$ cat config.mk
export PLATFORM = sky130hd
export DESIGN_NAME = seg7_reader
export DESIGN_NICKNAME = d
export VERILOG_FILES = /design/src/rtl/seg7_pkg.sv /design/src/rtl/seg7_stable_filter.sv /design/src/rtl/seg7_reader.sv
export SDC_FILE = /design/constraint.sdc
export NUM_CORES = 1
export LEC_CHECK = 0
export BUFFER_PORTS_ARGS = -buffer_cell sky130_fd_sc_hd__buf_2
export CORE_UTILIZATION = 58
export DETAILED_ROUTE_END_ITERATION = 8
export PLACE_DENSITY = 0.78
export SETUP_SLACK_MARGIN = 0.02
export SLEW_MARGIN = 10
export SYNTH_ARGS = -nofsm -noshare
export SYNTH_HDL_FRONTEND = slang
export SYNTH_HIERARCHICAL = 1
export SYNTH_SLANG_ARGS = --single-unit
$ cat constraint.sdc
create_clock -name clk -period 2.8 [get_ports clk]
set_clock_uncertainty 0.1 [all_clocks]
set_input_delay 0.14 -clock clk [delete_from_list [all_inputs] [get_ports clk]]
set_output_delay 0.14 -clock clk [all_outputs]
set_load 0.02 [all_outputs]
$ cat src/rtl/seg7_pkg.sv
// -----------------------------------------------------------------------------
// seg7_pkg
// Shared definitions for the seven-segment reader and the digit-to-segment
// decoder: segment bit indices, the ten digit codes, the blank code, the
// reader FSM state type and a pattern-to-digit decode function.
//
// Segment bit order (bit index -> segment):
//   0 top, 1 upper-right, 2 lower-right, 3 bottom,
//   4 lower-left, 5 upper-left, 6 middle
// -----------------------------------------------------------------------------
package seg7_pkg;

    localparam int SEG_TOP = 0;
    localparam int SEG_UR  = 1;
    localparam int SEG_LR  = 2;
    localparam int SEG_BOT = 3;
    localparam int SEG_LL  = 4;
    localparam int SEG_UL  = 5;
    localparam int SEG_MID = 6;

    localparam logic [6:0] M_TOP = 7'(1 << SEG_TOP);
    localparam logic [6:0] M_UR  = 7'(1 << SEG_UR);
    localparam logic [6:0] M_LR  = 7'(1 << SEG_LR);
    localparam logic [6:0] M_BOT = 7'(1 << SEG_BOT);
    localparam logic [6:0] M_LL  = 7'(1 << SEG_LL);
    localparam logic [6:0] M_UL  = 7'(1 << SEG_UL);
    localparam logic [6:0] M_MID = 7'(1 << SEG_MID);

    localparam logic [6:0] SEG_BLANK = 7'b0000000;
    localparam logic [6:0] SEG_D0 = M_TOP | M_UR | M_LR | M_BOT | M_LL | M_UL;
    localparam logic [6:0] SEG_D1 = M_UR | M_LR;
    localparam logic [6:0] SEG_D2 = M_TOP | M_UR | M_BOT | M_LL | M_MID;
    localparam logic [6:0] SEG_D3 = M_TOP | M_UR | M_LR | M_BOT | M_MID;
    localparam logic [6:0] SEG_D4 = M_UR | M_LR | M_UL | M_MID;
    localparam logic [6:0] SEG_D5 = M_TOP | M_LR | M_BOT | M_UL | M_MID;
    localparam logic [6:0] SEG_D6 = M_LR | M_BOT | M_LL | M_UL | M_MID;
    localparam logic [6:0] SEG_D7 = M_TOP | M_UR | M_LR;
    localparam logic [6:0] SEG_D8 = M_TOP | M_UR | M_LR | M_BOT | M_LL | M_UL | M_MID;
    localparam logic [6:0] SEG_D9 = M_TOP | M_UR | M_LR | M_UL | M_MID;

    typedef enum logic {
        ST_IDLE = 1'b0,
        ST_PEND = 1'b1
    } rd_state_e;

    typedef struct packed {
        logic [3:0] digit;
        logic       blank;
        logic       err;
    } seg7_result_t;

    // Legal digit -> digit value; all-dark -> blank; anything else -> err.
    function automatic seg7_result_t seg7_decode(input logic [6:0] seg);
        seg7_result_t r;
        r = '0;
        case (seg)
            SEG_D0:    r.digit = 4'd0;
            SEG_D1:    r.digit = 4'd1;
            SEG_D2:    r.digit = 4'd2;
            SEG_D3:    r.digit = 4'd3;
            SEG_D4:    r.digit = 4'd4;
            SEG_D5:    r.digit = 4'd5;
            SEG_D6:    r.digit = 4'd6;
            SEG_D7:    r.digit = 4'd7;
            SEG_D8:    r.digit = 4'd8;
            SEG_D9:    r.digit = 4'd9;
            SEG_BLANK: r.blank = 1'b1;
            default:   r.err   = 1'b1;
        endcase
        return r;
    endfunction

endpackage

$ cat src/rtl/seg7_stable_filter.sv
// -----------------------------------------------------------------------------
// seg7_stable_filter
// Two-flop synchronizer for the asynchronous segment lines followed by a
// saturating stability counter.
//
// Ports:
//   i_clk      clock
//   i_rst_n    synchronous active-low reset (clears synchronizer and counter)
//   i_seg      raw asynchronous segment lines
//   o_pattern  synchronized segment pattern
//   o_stable   pattern has held for STABLE_CYCLES consecutive synchronized
//              cycles; its first asserted cycle is the qualify point and it
//              stays high while the pattern keeps holding
// -----------------------------------------------------------------------------
module seg7_stable_filter
    import seg7_pkg::*;
#(
    parameter int STABLE_CYCLES = 4
) (
    input  logic       i_clk,
    input  logic       i_rst_n,
    input  logic [6:0] i_seg,
    output logic [6:0] o_pattern,
    output logic       o_stable
);

    localparam logic [3:0] LP_MAX = 4'(STABLE_CYCLES);

    logic [6:0] r_meta;
    logic [6:0] r_sync;
    logic [6:0] r_prev;
    logic [3:0] r_cnt;
    logic       w_same;

    assign w_same = (r_sync == r_prev);

    always_ff @(posedge i_clk) begin
        if (!i_rst_n) begin
            r_meta <= '0;
            r_sync <= '0;
            r_prev <= '0;
            r_cnt  <= '0;
        end else begin
            r_meta <= i_seg;
            r_sync <= r_meta;
            r_prev <= r_sync;
            if (!w_same) begin
                r_cnt <= '0;
            end else if (r_cnt != LP_MAX) begin
                r_cnt <= r_cnt + 4'd1;
            end
        end
    end

    // The counter reaches STABLE_CYCLES-1 on the first cycle the pattern
    // has been seen unchanged for the full window; saturation keeps the
    // level up so a pattern held during a stall can still be picked up.
    assign o_pattern = r_sync;
    assign o_stable  = w_same && (r_cnt >= (LP_MAX - 4'd1));

endmodule

$ cat src/rtl/seg7_reader.sv
// -----------------------------------------------------------------------------
// seg7_reader
// Reads a seven-segment display: synchronizes and debounces the segment
// lines, decodes each newly stable pattern and offers it on a valid/ready
// output.
//
// Handshake: valid_o stays high with a constant result until the cycle where
// valid_o && ready_i is seen at a rising edge; that edge is the transfer.
//
// Ports:
//   clk          clock
//   rst_n        synchronous active-low reset
//   seg_in[6:0]  asynchronous segment lines
//   ready_i      consumer accepts the pending result
//   valid_o      result pending
//   digit_o      decoded digit (0 when blank or error)
//   blank_o      pattern was all dark
//   err_o        pattern matched no legal code
//   overrun_o    sticky: a pending result was replaced before acceptance
//   o_dbg_state  current FSM state (0 IDLE, 1 PEND)
//
// Build option: define SEG7_READER_OVERRUN_EN to let a newer stable pattern
// replace an unaccepted result (and set overrun_o). Without it the pending
// result is kept and the newer pattern is delivered after acceptance.
// -----------------------------------------------------------------------------
module seg7_reader
    import seg7_pkg::*;
#(
    parameter int STABLE_CYCLES = 4
) (
    input  logic       clk,
    input  logic       rst_n,
    input  logic [6:0] seg_in,
    input  logic       ready_i,
    output logic       valid_o,
    output logic [3:0] digit_o,
    output logic       blank_o,
    output logic       err_o,
    output logic       overrun_o,
    output logic       o_dbg_state
);

    rd_state_e    r_state;
    rd_state_e    w_state_nxt;
    seg7_result_t r_result;
    seg7_result_t w_decoded;
    logic [6:0]   r_last;
    logic         r_has_last;
    logic [6:0]   w_pattern;
    logic         w_stable;
    logic         w_qualify;
    logic         w_load;
`ifdef SEG7_READER_OVERRUN_EN
    logic         r_overrun;
    logic         w_set_ovr;
`endif

    seg7_stable_filter #(
        .STABLE_CYCLES(STABLE_CYCLES)
    ) u_filter (
        .i_clk    (clk),
        .i_rst_n  (rst_n),
        .i_seg    (seg_in),
        .o_pattern(w_pattern),
        .o_stable (w_stable)
    );

    assign w_decoded = seg7_decode(w_pattern);

    // Only a pattern different from the last one loaded counts, so a held
    // pattern is emitted once.
    assign w_qualify = w_stable && (!r_has_last || (w_pattern != r_last));

    always_comb begin
        w_state_nxt = r_state;
        w_load      = 1'b0;
`ifdef SEG7_READER_OVERRUN_EN
        w_set_ovr   = 1'b0;
`endif
        case (r_state)
            ST_IDLE: begin
                if (w_qualify) begin
                    w_load      = 1'b1;
                    w_state_nxt = ST_PEND;
                end
            end
            ST_PEND: begin
                if (ready_i) begin
                    // Transfer; a same-cycle qualify reloads and stays pending.
                    if (w_qualify) begin
                        w_load = 1'b1;
                    end else begin
                        w_state_nxt = ST_IDLE;
                    end
                end else if (w_qualify) begin
`ifdef SEG7_READER_OVERRUN_EN
                    w_load    = 1'b1;
                    w_set_ovr = 1'b1;
`endif
                end
            end
            default: w_state_nxt = ST_IDLE;
        endcase
    end

    always_ff @(posedge clk) begin
        if (!rst_n) begin
            r_state    <= ST_IDLE;
            r_result   <= '0;
            r_last     <= '0;
            r_has_last <= 1'b0;
        end else begin
            r_state <= w_state_nxt;
            if (w_load) begin
                r_result   <= w_decoded;
                r_last     <= w_pattern;
                r_has_last <= 1'b1;
            end
        end
    end

`ifdef SEG7_READER_OVERRUN_EN
    always_ff @(posedge clk) begin
        if (!rst_n) begin
            r_overrun <= 1'b0;
        end else if (w_set_ovr) begin
            r_overrun <= 1'b1;
        end
    end
    assign overrun_o = r_overrun;
`else
    assign overrun_o = 1'b0;
`endif

    assign valid_o     = (r_state == ST_PEND);
    assign digit_o     = r_result.digit;
    assign blank_o     = r_result.blank;
    assign err_o       = r_result.err;
    assign o_dbg_state = r_state;

endmodule
==> results of run 1 <==
[worst max-delay path by stage]
stage | from | end | slack [ns] | depth (start not counted)
after floorplan | u_filter/o_pattern[6] | digit_o[0] | 0.74 | 8
after global routing | u_filter/r_prev[0] | blank_o | 0.41 | 8
after CTS | u_filter/o_pattern[2] | blank_o | 0.61 | 8
after detailed placement | u_filter/o_pattern[2] | blank_o | 0.62 | 8
final | u_filter/o_pattern[1] | blank_o | 0.60 | 8
after global placement | u_filter/o_pattern[4] | blank_o | 0.77 | 8
[routing by layer]
metal / track usage / up-vias / part of all wire
met5: 0 / - / 0
met4: 0.106 / 0 / 0.024
met3: 0.0671 / 11 / 0.045
met2: 0.411 / 38 / 0.51
met1: 0.250 / 646 / 0.42
li1: - / 681 / -
[state kept, by name, summed over array words and instances (netlist names)]
register            flops
blank_o                 1
digit_o                 4
err_o                   1
o_dbg_state             1
r_has_last              1
r_last                  7
u_filter/o_pattern      7
u_filter/r_cnt          4
u_filter/r_meta         7
u_filter/r_prev         7
[cell type report]
type                            instances  share of cell area
Timing Repair Buffer                   35               0.110
Clock inverter                          3              0.0217
Tap cell                               44              0.0251
Inverter                                4             0.00686
Clock buffer                            5              0.0171
Multi-Input combinational cell        127               0.454
Sequential cell                        40               0.366
[cells in the mapped netlist, drive strengths merged, types with 2 or more instances]
cell    instances  area share
dfxtp          40        0.41
and2           22       0.071
nand2          16       0.031
xnor2          13       0.074
buf            12       0.062
nand3          12       0.046
o21ai          12       0.050
xor2            6       0.035
a21oi           4       0.010
inv             4      0.0077
nand4           4       0.016
nor2            4      0.0077
nor4            4       0.021
clkbuf          3      0.0058
nor3            3      0.0077
a21boi          2      0.0077
ha              2       0.013
mux2i           2       0.010
nor2b           2      0.0077
nor3b           2      0.0077
or3             2      0.0064
[cell usage in the layout (no fill, tap or decap), types with 2 or more instances in the layout]
master         netlist  final
dlygate4sd3_1        0      8
nand3_1              6      6
buf_2                1     17
and2_1              22     22
nand3_2              6      6
a21oi_1              4      4
nor2_1               4      4
dfxtp_1             40     40
ha_1                 2      2
nor3b_1              2      2
nor3_1               3      3
o21ai_2             10     10
a21boi_1             2      2
xor2_1               4      4
clkbuf_4             0      5
mux2i_1              2      2
nor4_1               3      3
buf_4                2     10
or3_1                2      2
xnor2_2              4      4
inv_1                4      4
nand4_1              3      3
xnor2_1              9      9
xor2_2               2      2
nand2_1             16     16
clkinv_4             0      2
o21ai_0              2      2
[cell families (layout without fill, tap and decap cells)]
kind of cell,Yosys count,in the layout,synth area share
and+or+nand+nor,76,76,0.246
DFF,40,40,0.412
AOI/OAI and AO/OA,27,27,0.131
xor gates and xnor gates,19,19,0.109
buffers and inverters,19,47,0.0760
adders and majority gates,2,2,0.0129
muxes,2,2,0.0103
other,1,1,0.00193
[power breakdown]
group          total [mW]  leakage (nW)  switching [mW]  internal (mW)
sequential          0.592         0.326         0.00865          0.583
combinational       0.102         0.498          0.0550         0.0470
clock               0.393        0.0454           0.203          0.191
[worst reg2reg max path: stages, from the launching register on]
cell     delay [ns]
dfxtp_1        0.37
xnor2_1        0.13
nand3_1        0.21
nor3_1         0.43
nand2_1        0.18
a41oi_4        0.25
buf_4          0.22
nand4_1        0.14
o21ai_2        0.12
==> results by group, run 1 <==
Outcome
  – Status: complete, no violations

Layout
  – Core Util, Final: 0.706
  – Cell Count, Final, Fillers Out: 258
  – ANT cells: 0
  – Reg area: 801 µm²
  – Layout area overhead: 12.8%
  – Final instance area: 2190 µm²
  – # nets final: 225
  – Fillers: 244
  – Area occupied by multi-input gates: 993 µm²
  – Layout cells sized above 1: 0.313

Floorplanning
  – Initial Utilization: 0.626
  – Die width: 59.9 µm
  – # IOs: 19
  – Core Area: 3100 µm²
  – Die Ht: 59.9 µm
  – Std-Cell Rows: 20
  – Die ar.: 3580 µm²

GRT
  – Antenna violations before repair: 0
  – First-pass GRT wire length: 5.83 mm
  – Grt ovf: 0
  – Vias in the first global route: 1,319
  – Global Route Usage Sum: 0.231
  – Largest net degree at the start of global routing: 49

Place
  – Gp weighted congestion: 0.773
  – Hpwl dp: 2.40 mm
  – Cell Area, Placed: 2020 µm²
  – Setup WS pre-CTS: 0.624 ns
  – Placed cells: 242
  – I/O Buffers: 17

STA
  – Max_slew headroom: 0.502
  – Final Hold Fails: 0
  – Final worst slack: 0.600 ns
  – Final setup TNS: 0 ns
  – RSZ-0062 raised after global routing: false
  – F_max: 455 MHz
  – Slew @ Worst Pin: 0.747 ns
  – Fin crit share: 0.786
  – Final setup viols: 0
  – Tmin final: 2.20 ns
  – Final Slew Violations: 0
  – WHS: 0.290 ns

Pwr
  – Pleak: 0.870 nW
  – VDD IR max: 0.340 mV
  – Total Power: 1.09 mW
  – PwrDens: 496 nW/µm²

Clock network
  – Clk root buf: clkbuf_4
  – Max clock buf depth: 2
  – CTS Hold Bufs: 8
  – CTS Buf Count: 5
  – CTS tree: yes
  – Worst-Skew Late Latency: 0.36 ns
  – CTS sink cnt: 40
  – Post-CTS resize count: 0
  – Post-CTS setup buffers: 0
  – H-tree levels: 2
  – Clk slew on worst S/H paths: 0.13 ns

Worst hold path
  – Min-Delay Path Depth: 3
  – Hold Crit Endpoint: r_last[4]
  – Min-Delay Path Class: input pin to flip-flop
  – Min-delay src: rst_n

Yosys
  – Seq cells post-synth: 40
  – Synth Cell Area: 1940 µm²
  – Sequential share of the synthesized area: 0.412
  – Post-synth EDFFs: 0
  – Synth unique cells: 45
  – Synthesis Warnings: 6
  – Syn avg cell area: 10.4 µm²
  – Synth Flop Type: dfxtp_1
  – Syn_nets: 198
  – Synth async-reset ratio: 0
  – Syn Inst Count: 186

Setup path
  – Crit Path Class: flip-flop to flip-flop
  – CP required: 3.00 ns
  – Reg2Reg Launch Point: u_filter/o_pattern[1]
  – CP max stage cell: nor3_1
  – Worst setup EP type: flip-flop
  – CP Buf/Inv Count: 1
  – Reg2Reg Depth: 8
  – Register-to-register setup slack: 0.60 ns
  – Top delay family on crit path: simple AND/OR/NAND/NOR gates
  – Crit start category: flip-flop
  – Slowest stage delay, CP: 0.43 ns
  – Worst R2R End: blank_o
  – Worst-path fanout max: 8
  – Worst EP arrival: 2.40 ns
  – CP cell instances: xnor2_1, nand3_1, nor3_1, nand2_1, a41oi_4, buf_4, nand4_1, o21ai_2

Flow run
  – Number of max-cap violations: 0

Route
  – DR vias/cell: 5.33
  – Routed wire per std cell: 13.7 µm
  – Routed wire length: 3.53 mm
  – Pre-antenna DRT Iters: 4
  – DRC: 0
  – Post-route ant nets: 0
  – Via Count: 1,376
  – Starting DRT DRC Count: 41
Power figures use the tool's default switching activity.
==> run 2: changes to the inputs <==
Settings changed: ABC_AREA from default to 1, CORE_UTILIZATION 58 to 57, PLACE_DENSITY 0.78 to 0.77.
Clock period 2.8 ns to 2.24 ns, I/O delays scaled along.
==> run 2 against run 1 <==
Compared with the run above: sequential cell count is the same; total power grew 22%; sequential share of layout area grew 0.68 points; largest cell class unchanged; utilization shrank 1.3 points; critical path depth grew 1; global-route usage shrank 1.1 points; via count grew 18%; die area shrank 1.3%; synthesized cell count grew 51%.
==> results by group, run 2 <==
Outcome
  – Status: complete, no violations

Setup path
  – Worst setup EP type: flip-flop
  – Crit-path most repeated cell: nand2_1
  – Worst EP arrival: 2.07 ns (-0.33 ns)
  – Crit Path Class: flip-flop to flip-flop
  – Slowest stage delay, CP: 0.52 ns (+0.09 ns)
  – Worst-path fanout max: 13 (+5)
  – CP cell instances: xnor2_1, nand2_1, nor2_2, nand2_1, nor2_1, nand2_2, nor2_4, nand2_1, a21oi_2
  – CP max stage cell: dfxtp_1
  – CP required: 2.42 ns (-0.58 ns)
  – Crit start category: flip-flop

Floorplanning
  – Initial Utilization: 0.606 (-0.0194)
  – Std-Cell Rows: 20 (unchanged)
  – Die Ht: 59.5 µm (-0.68%)
  – Die width: 59.5 µm (-0.68%)
  – # IOs: 19 (unchanged)
  – Die ar.: 3530 µm² (-1.3%)
  – Core Area: 3100 µm² (unchanged)

Route
  – DR vias/cell: 4.59 (-14%)
  – Starting DRT DRC Count: 69 (+68%)
  – Post-route ant nets: 0 (unchanged)
  – Routed wire length: 3.36 mm (-4.8%)
  – Via Count: 1,621 (+18%)
  – DRC: 0 (unchanged)
  – Routed wire per std cell: 9.51 µm (-30%)
  – Pre-antenna DRT Iters: 5 (+1)

Place
  – Gp weighted congestion: 0.856 (+11%)
  – Hpwl dp: 2.41 mm (+0.29%)
  – I/O Buffers: 17 (unchanged)

Yosys
  – Synth Flop Type: dfxtp_1
  – Synth unique cells: 25 (-44%)
  – Synth async-reset ratio: 0 (unchanged)
  – Post-synth EDFFs: 0 (unchanged)
  – Commonest cells in the netlist: nand2_1, inv_1, dfxtp_1, nor2_1, a21oi_1
  – Syn_nets: 293 (+48%)
  – Sequential share of the synthesized area: 0.426 (+0.0132)
  – Syn avg cell area: 6.70 µm² (-36%)
  – Seq cells post-synth: 40 (unchanged)
  – Top-area cell type share of the netlist area: 0.426 (+0.0132)
  – Synth Cell Area: 1880 µm² (-3.1%)
  – Synth area leaders: dfxtp_1, nand2_1, inv_1, nor2_1, a21oi_1
  – Syn Inst Count: 281 (+51%)
  – Synth area leader: dfxtp_1
  – Most common cell in the netlist: nand2_1
  – Synthesis Warnings: 6 (unchanged)

Layout
  – Layout area overhead: 14.2%
  – # nets final: 320 (+42%)
  – Core Util, Final: 0.693 (-0.0129)
  – Layout cells sized above 1: 0.133 (-0.180)
  – Most frequent cells in the layout: nand2_1, inv_1, dfxtp_1
  – ANT cells: 0 (unchanged)
  – Most common cell after layout, fill and taps aside: nand2_1

GRT
  – Global Route Usage Sum: 0.219 (-0.0115)
  – First-pass GRT wire length: 5.75 mm (-1.4%)
  – Grt ovf: 0 (unchanged)
  – Antenna violations before repair: 0 (unchanged)
  – Largest net degree at the start of global routing: 24 (-51%)
  – Vias in the first global route: 1,383 (+4.9%)

STA
  – F_max: 531 MHz (+17%)
  – Final setup viols: 0 (unchanged)
  – Tmin final: 1.88 ns (-0.315 ns)
  – Final Slew Violations: 0 (unchanged)
  – Final setup TNS: 0 ns (unchanged)
  – WHS: 0.0610 ns (-0.229 ns)
  – Fin crit share: 0.841 (+0.0559)
  – RSZ-0062 raised after global routing: false
  – Final Hold Fails: 0 (unchanged)

Clock network
  – CTS sink cnt: 40 (unchanged)
  – H-tree levels: 2 (unchanged)
  – CTS Buf Count: 5 (unchanged)
  – Max clock buf depth: 2 (unchanged)
  – Clk slew on worst S/H paths: 0.12 ns (about the same)
  – CTS tree: yes
  – Clk root buf: clkbuf_4
  – Worst-Skew Late Latency: 0.34 ns (-0.02 ns)

Worst hold path
  – Min-Delay Path Class: input pin to flip-flop

Pwr
  – VDD IR max: 0.505 mV (+49%)
  – PwrDens: 618 nW/µm² (+24%)
  – Pleak: 1.10 nW (+27%)

Flow run
  – Number of max-cap violations: 0 (unchanged)
==> run 2: changes by cell type after synthesis, sizes merged, moves of 3 or more <==
cell / delta
a21oi: +12
and2: -22
buf: -6
inv: +48
nand2: +96
nand3: -6
nor2: +26
nor4: -4
o21ai: -9
xnor2: -9
xor2: -3
==> run 2: worst paths after layout <==
path / startpoint / endpoint / slack [ns] / depth (start not counted)
worst max-delay path: u_filter/o_pattern[5] / digit_o[0] / 0.36 / 9
worst min-delay path: rst_n / u_filter/r_meta[4] / 0.06 / 3
worst max register to register: u_filter/o_pattern[5] / digit_o[0] / 0.36 / 9
worst min register to register: u_filter/r_meta[4] / u_filter/o_pattern[4] / 0.33 / 2
==> run 2: metrics by stage <==
step | cells | instance area [µm²] | power (mW) | worst slack, ns
after detailed placement | 337 | 1990 | 0.853 | 0.383
after CTS | 353 | 2150 | 1.34 | 0.345
after floorplan | 281 | 1880 | 0.829 | 0.607
after global placement | 337 | 1990 | 0.852 | 0.401
after global routing | 353 | 2150 | 1.40 | 0.229
final | 353 | 2150 | 1.33 | 0.355
==> run 2: area by class of cell <==
| class | instances | area [µm²] |
|---|---|---|
| fillers | 299 | 953 |
| multi-input cells | 182 | 835 |
| flip-flops and latches | 40 | 801 |
| inverters | 52 | 195 |
| repair buffers | 27 | 180 |
| well taps | 44 | 55.1 |
| clock inverters | 3 | 46.3 |
| clock buffers | 5 | 37.5 |
==> run 2: power by group <==
| group | switching [mW] | internal, mW |
|---|---|---|
| Combinational | 0.0615 | 0.0444 |
| Sequential | 0.0143 | 0.729 |
| Clock | 0.241 | 0.238 |
==> run 2: logic make-up (layout without fill, tap and decap cells) <==
group | count (synthesis) | in the layout | synth area share
XOR/XNOR | 7 | 7 | 0.0326
AND/OR/NAND/NOR | 153 | 153 | 0.341
flip-flops | 40 | 40 | 0.426
buffers and inverters | 59 | 87 | 0.131
AO/OA/AOI/OAI | 19 | 19 | 0.0545
adder cells (fa/ha/maj) | 2 | 2 | 0.0133
other | 1 | 1 | 0.00199
==> run 2: critical path, delay by kind of cell, from the launching register on <==
| family | cells | cell delay, ns |
|---|---|---|
| AOI/OAI and AO/OA | 1 | 0.12 |
| xor gates and xnor gates | 1 | 0.16 |
| DFF | 1 | 0.52 |
| and+or+nand+nor | 7 | 0.92 |
==> run 2: layer usage <==
layer	track usage	routed length (µm)	up-vias
li1	-	-	876
met4	0.0510	35	0
met1	0.286	1600	696
met5	0	0	-
met2	0.355	1510	44
met3	0.0655	212	5
==> run 2: repair_timing <==
item	in CTS	in global routing
hold buffers	8	0
gates resized for setup	0	0
hold endpoints to repair	8	0
setup buffers	0	0
==> run 3: changes to the inputs <==
Settings changed: CORE_UTILIZATION 57 to 52, PLACE_DENSITY 0.77 to 0.74.
Clock period 2.24 ns to 1.66 ns, I/O delays scaled along.
==> run 3 against run 2 <==
Compared with the run above: critical path depth rose by 3; sequential power grew 34%; via count increased by 3.5%; combinational power grew 69%; register-to-register slack got worse by 0.33 ns; die area up 9.3%; total power rose by 46%; non-clock buffer count is 11 higher; final cell count increased by 3.4%; critical endpoint is now err_o; highest routed layer unchanged.
==> results by group, run 3 (synthesis gave the netlist of run 2 again) <==
STA
  – F_max: 611 MHz (+15%)
  – Final setup viols: 0 (unchanged)
  – Fin crit share: 0.986 (+0.145)
  – Tmin final: 1.64 ns (-0.248 ns)
  – WHS: 0.0437 ns (-0.0173 ns)
  – Final Hold Fails: 0 (unchanged)
  – Final worst slack: 0.0232 ns (-0.332 ns)
  – Slew @ Worst Pin: 0.599 ns
  – Final Slew Violations: 0 (unchanged)
  – RSZ-0062 raised after global routing: true
  – Max_slew headroom: 0.601

Place
  – Gp weighted congestion: 0.852 (-0.50%)
  – Hpwl dp: 2.45 mm (+2.0%)
  – Placed cells: 349 (+3.6%)
  – I/O Buffers: 17 (unchanged)
  – Setup WS pre-CTS: -0.0489 ns (-0.432 ns)

Setup path
  – Top delay family on crit path: simple AND/OR/NAND/NOR gates
  – CP cell instances: inv_2, nand2_1, nand2_1, nand2_1, nor2_2, nand2_2, nor2_4, nand2_2, nor2_4, buf_12, nand2_1, a21oi_2
  – CP max stage cell: dfxtp_2
  – Crit start category: flip-flop
  – Slowest stage delay, CP: 0.36 ns (-0.16 ns)
  – Worst EP arrival: 1.82 ns (-0.25 ns)
  – Worst setup EP type: flip-flop
  – CP required: 1.85 ns (-0.57 ns)
  – Crit Path Class: flip-flop to flip-flop
  – Crit-path most repeated cell: nand2_1
  – Worst-path fanout max: 9 (-4)
  – CP Buf/Inv Count: 2 (+2)

Layout
  – ANT cells: 0 (unchanged)
  – Cell Count, Final, Fillers Out: 365 (+3.4%)
  – Area occupied by multi-input gates: 875 µm² (+4.8%)
  – Most common cell after layout, fill and taps aside: nand2_1
  – Reg area: 806 µm² (+0.63%)
  – Fillers: 298 (-0.33%)
  – Layout area overhead: 23.2%
  – # nets final: 331 (+3.4%)
  – Layout cells sized above 1: 0.204 (+0.0711)
  – Most frequent cells in the layout: nand2_1, inv_1, dfxtp_1

Pwr
  – Comb pwr share: 0.092 (+0.012)
  – Clock Power Share: 0.396 (+0.035)
  – Switch share: 0.216 (-0.0223)
  – Psw: 420 µW (+33%)
  – VDD IR max: 0.542 mV (+7.3%)
  – Pleak: 1.19 nW (+8.5%)
  – Int Pwr: 1.52 mW (+51%)
  – Power share of the sequential group: 0.512 (-0.048)
  – PwrDens: 839 nW/µm² (+36%)

Clock network
  – CTS Buf Count: 5 (unchanged)
  – H-tree levels: 2 (unchanged)
  – Clk slew on worst S/H paths: 0.13 ns (about the same)
  – Clk root buf: clkbuf_4
  – Max clock buf depth: 2 (unchanged)
  – CTS sink cnt: 40 (unchanged)
  – Worst-Skew Late Latency: 0.35 ns (about the same)
  – CTS tree: yes

Route
  – DRC: 0 (unchanged)
  – Routed wire length: 3.68 mm (+9.6%)
  – Starting DRT DRC Count: 124 (+80%)
  – DR vias/cell: 4.59 (about the same)
  – Via Count: 1,677 (+3.5%)
  – Routed wire per std cell: 10.1 µm (+6.0%)
  – Post-route ant nets: 0 (unchanged)
  – Pre-antenna DRT Iters: 4 (-1)

GRT
  – Vias in the first global route: 1,684 (+22%)
  – First-pass GRT wire length: 6.47 mm (+13%)
  – Global Route Usage Sum: 0.212 (-0.00776)
  – Antenna violations before repair: 0 (unchanged)
  – Largest net degree at the start of global routing: 23 (-4.2%)
  – Grt ovf: 0 (unchanged)

Floorplanning
  – Die ar.: 3860 µm² (+9.3%)
  – # IOs: 19 (unchanged)
  – Core Area: 3390 µm² (+9.2%)
  – Initial Utilization: 0.555 (-0.0513)
  – Die Ht: 62.2 µm (+4.5%)
  – Die width: 62.2 µm (+4.5%)
  – Std-Cell Rows: 21 (+5.0%)

Flow run
  – Number of max-cap violations: 0 (unchanged)

Worst hold path
  – Min-Delay Path Class: input pin to flip-flop

Outcome
  – Status: complete, no violations
-- run 3: cell count changes in the layout (fill, tap and decap cells not counted), sizes merged --
cell and change:
clkinvlp -1, bufinv +1, dlygate4sd3 -1, inv -1
buf +12
-- run 3: what timing repair did --
item | 4_1_cts | 5_1_grt
pin swaps | 1 | 5
gates resized for setup | 7 | 13
buffers inserted | 2 | 0
hold buffers | 7 | 0
endpoints found under the hold margin | 7 | 0
setup endpoints to repair | 14 | 13
-- run 3: stage by stage --
step / utilization / total power [mW] / instance area, µm² / TNS [ns]
floorplan: - / 1.12 / 1880 / 0
global placement: 0.609 / 1.17 / 2060 / 0
detailed placement: 0.609 / 1.17 / 2060 / -0.160
CTS: 0.673 / 1.96 / 2280 / 0
global route: 0.684 / 2.02 / 2320 / -1.01
finish: 0.684 / 1.94 / 2320 / 0
-- run 3: final cells by class --
type | count | area share
Clock buffer | 5 | 0.0162
Clock inverter | 2 | 0.0259
Inverter | 52 | 0.0842
Multi-Input combinational cell | 182 | 0.377
Sequential cell | 40 | 0.348
Tap cell | 46 | 0.0248
Timing Repair Buffer | 38 | 0.124
-- run 3: layer usage --
metal  vias up  share of wire  global-route usage
met5         -              0                   0
met4         0          0.041               0.148
met3        17          0.042              0.0441
met2        45           0.46               0.371
met1       715           0.46               0.225
li1        900              -                   -
-- run 3: worst paths after layout --
check / from / to / slack, ns / cells after the start
worst max-delay path: u_filter/o_pattern[3] / err_o / 0.02 / 12
worst max register to register: u_filter/o_pattern[3] / err_o / 0.02 / 12
worst min-delay path: ready_i / o_dbg_state / 0.04 / 4
worst min register to register: u_filter/r_meta[1] / u_filter/o_pattern[1] / 0.32 / 2
-- run 3: power by group through the flow --
stage                     clock, mW  sequential (mW)  combinational (mW)
after floorplan                   0             1.02              0.0955
after global placement            0             1.01               0.154
after detailed placement          0             1.02               0.157
after CTS                     0.787            0.994               0.174
after global routing          0.815            0.998               0.203
final                         0.769            0.996               0.179
-- run 3: worst min-delay path: stages --
cell and delay (ns):
buf_2 0.08, nor2_1 0.06, inv_1 0.12, a21oi_1 0.09
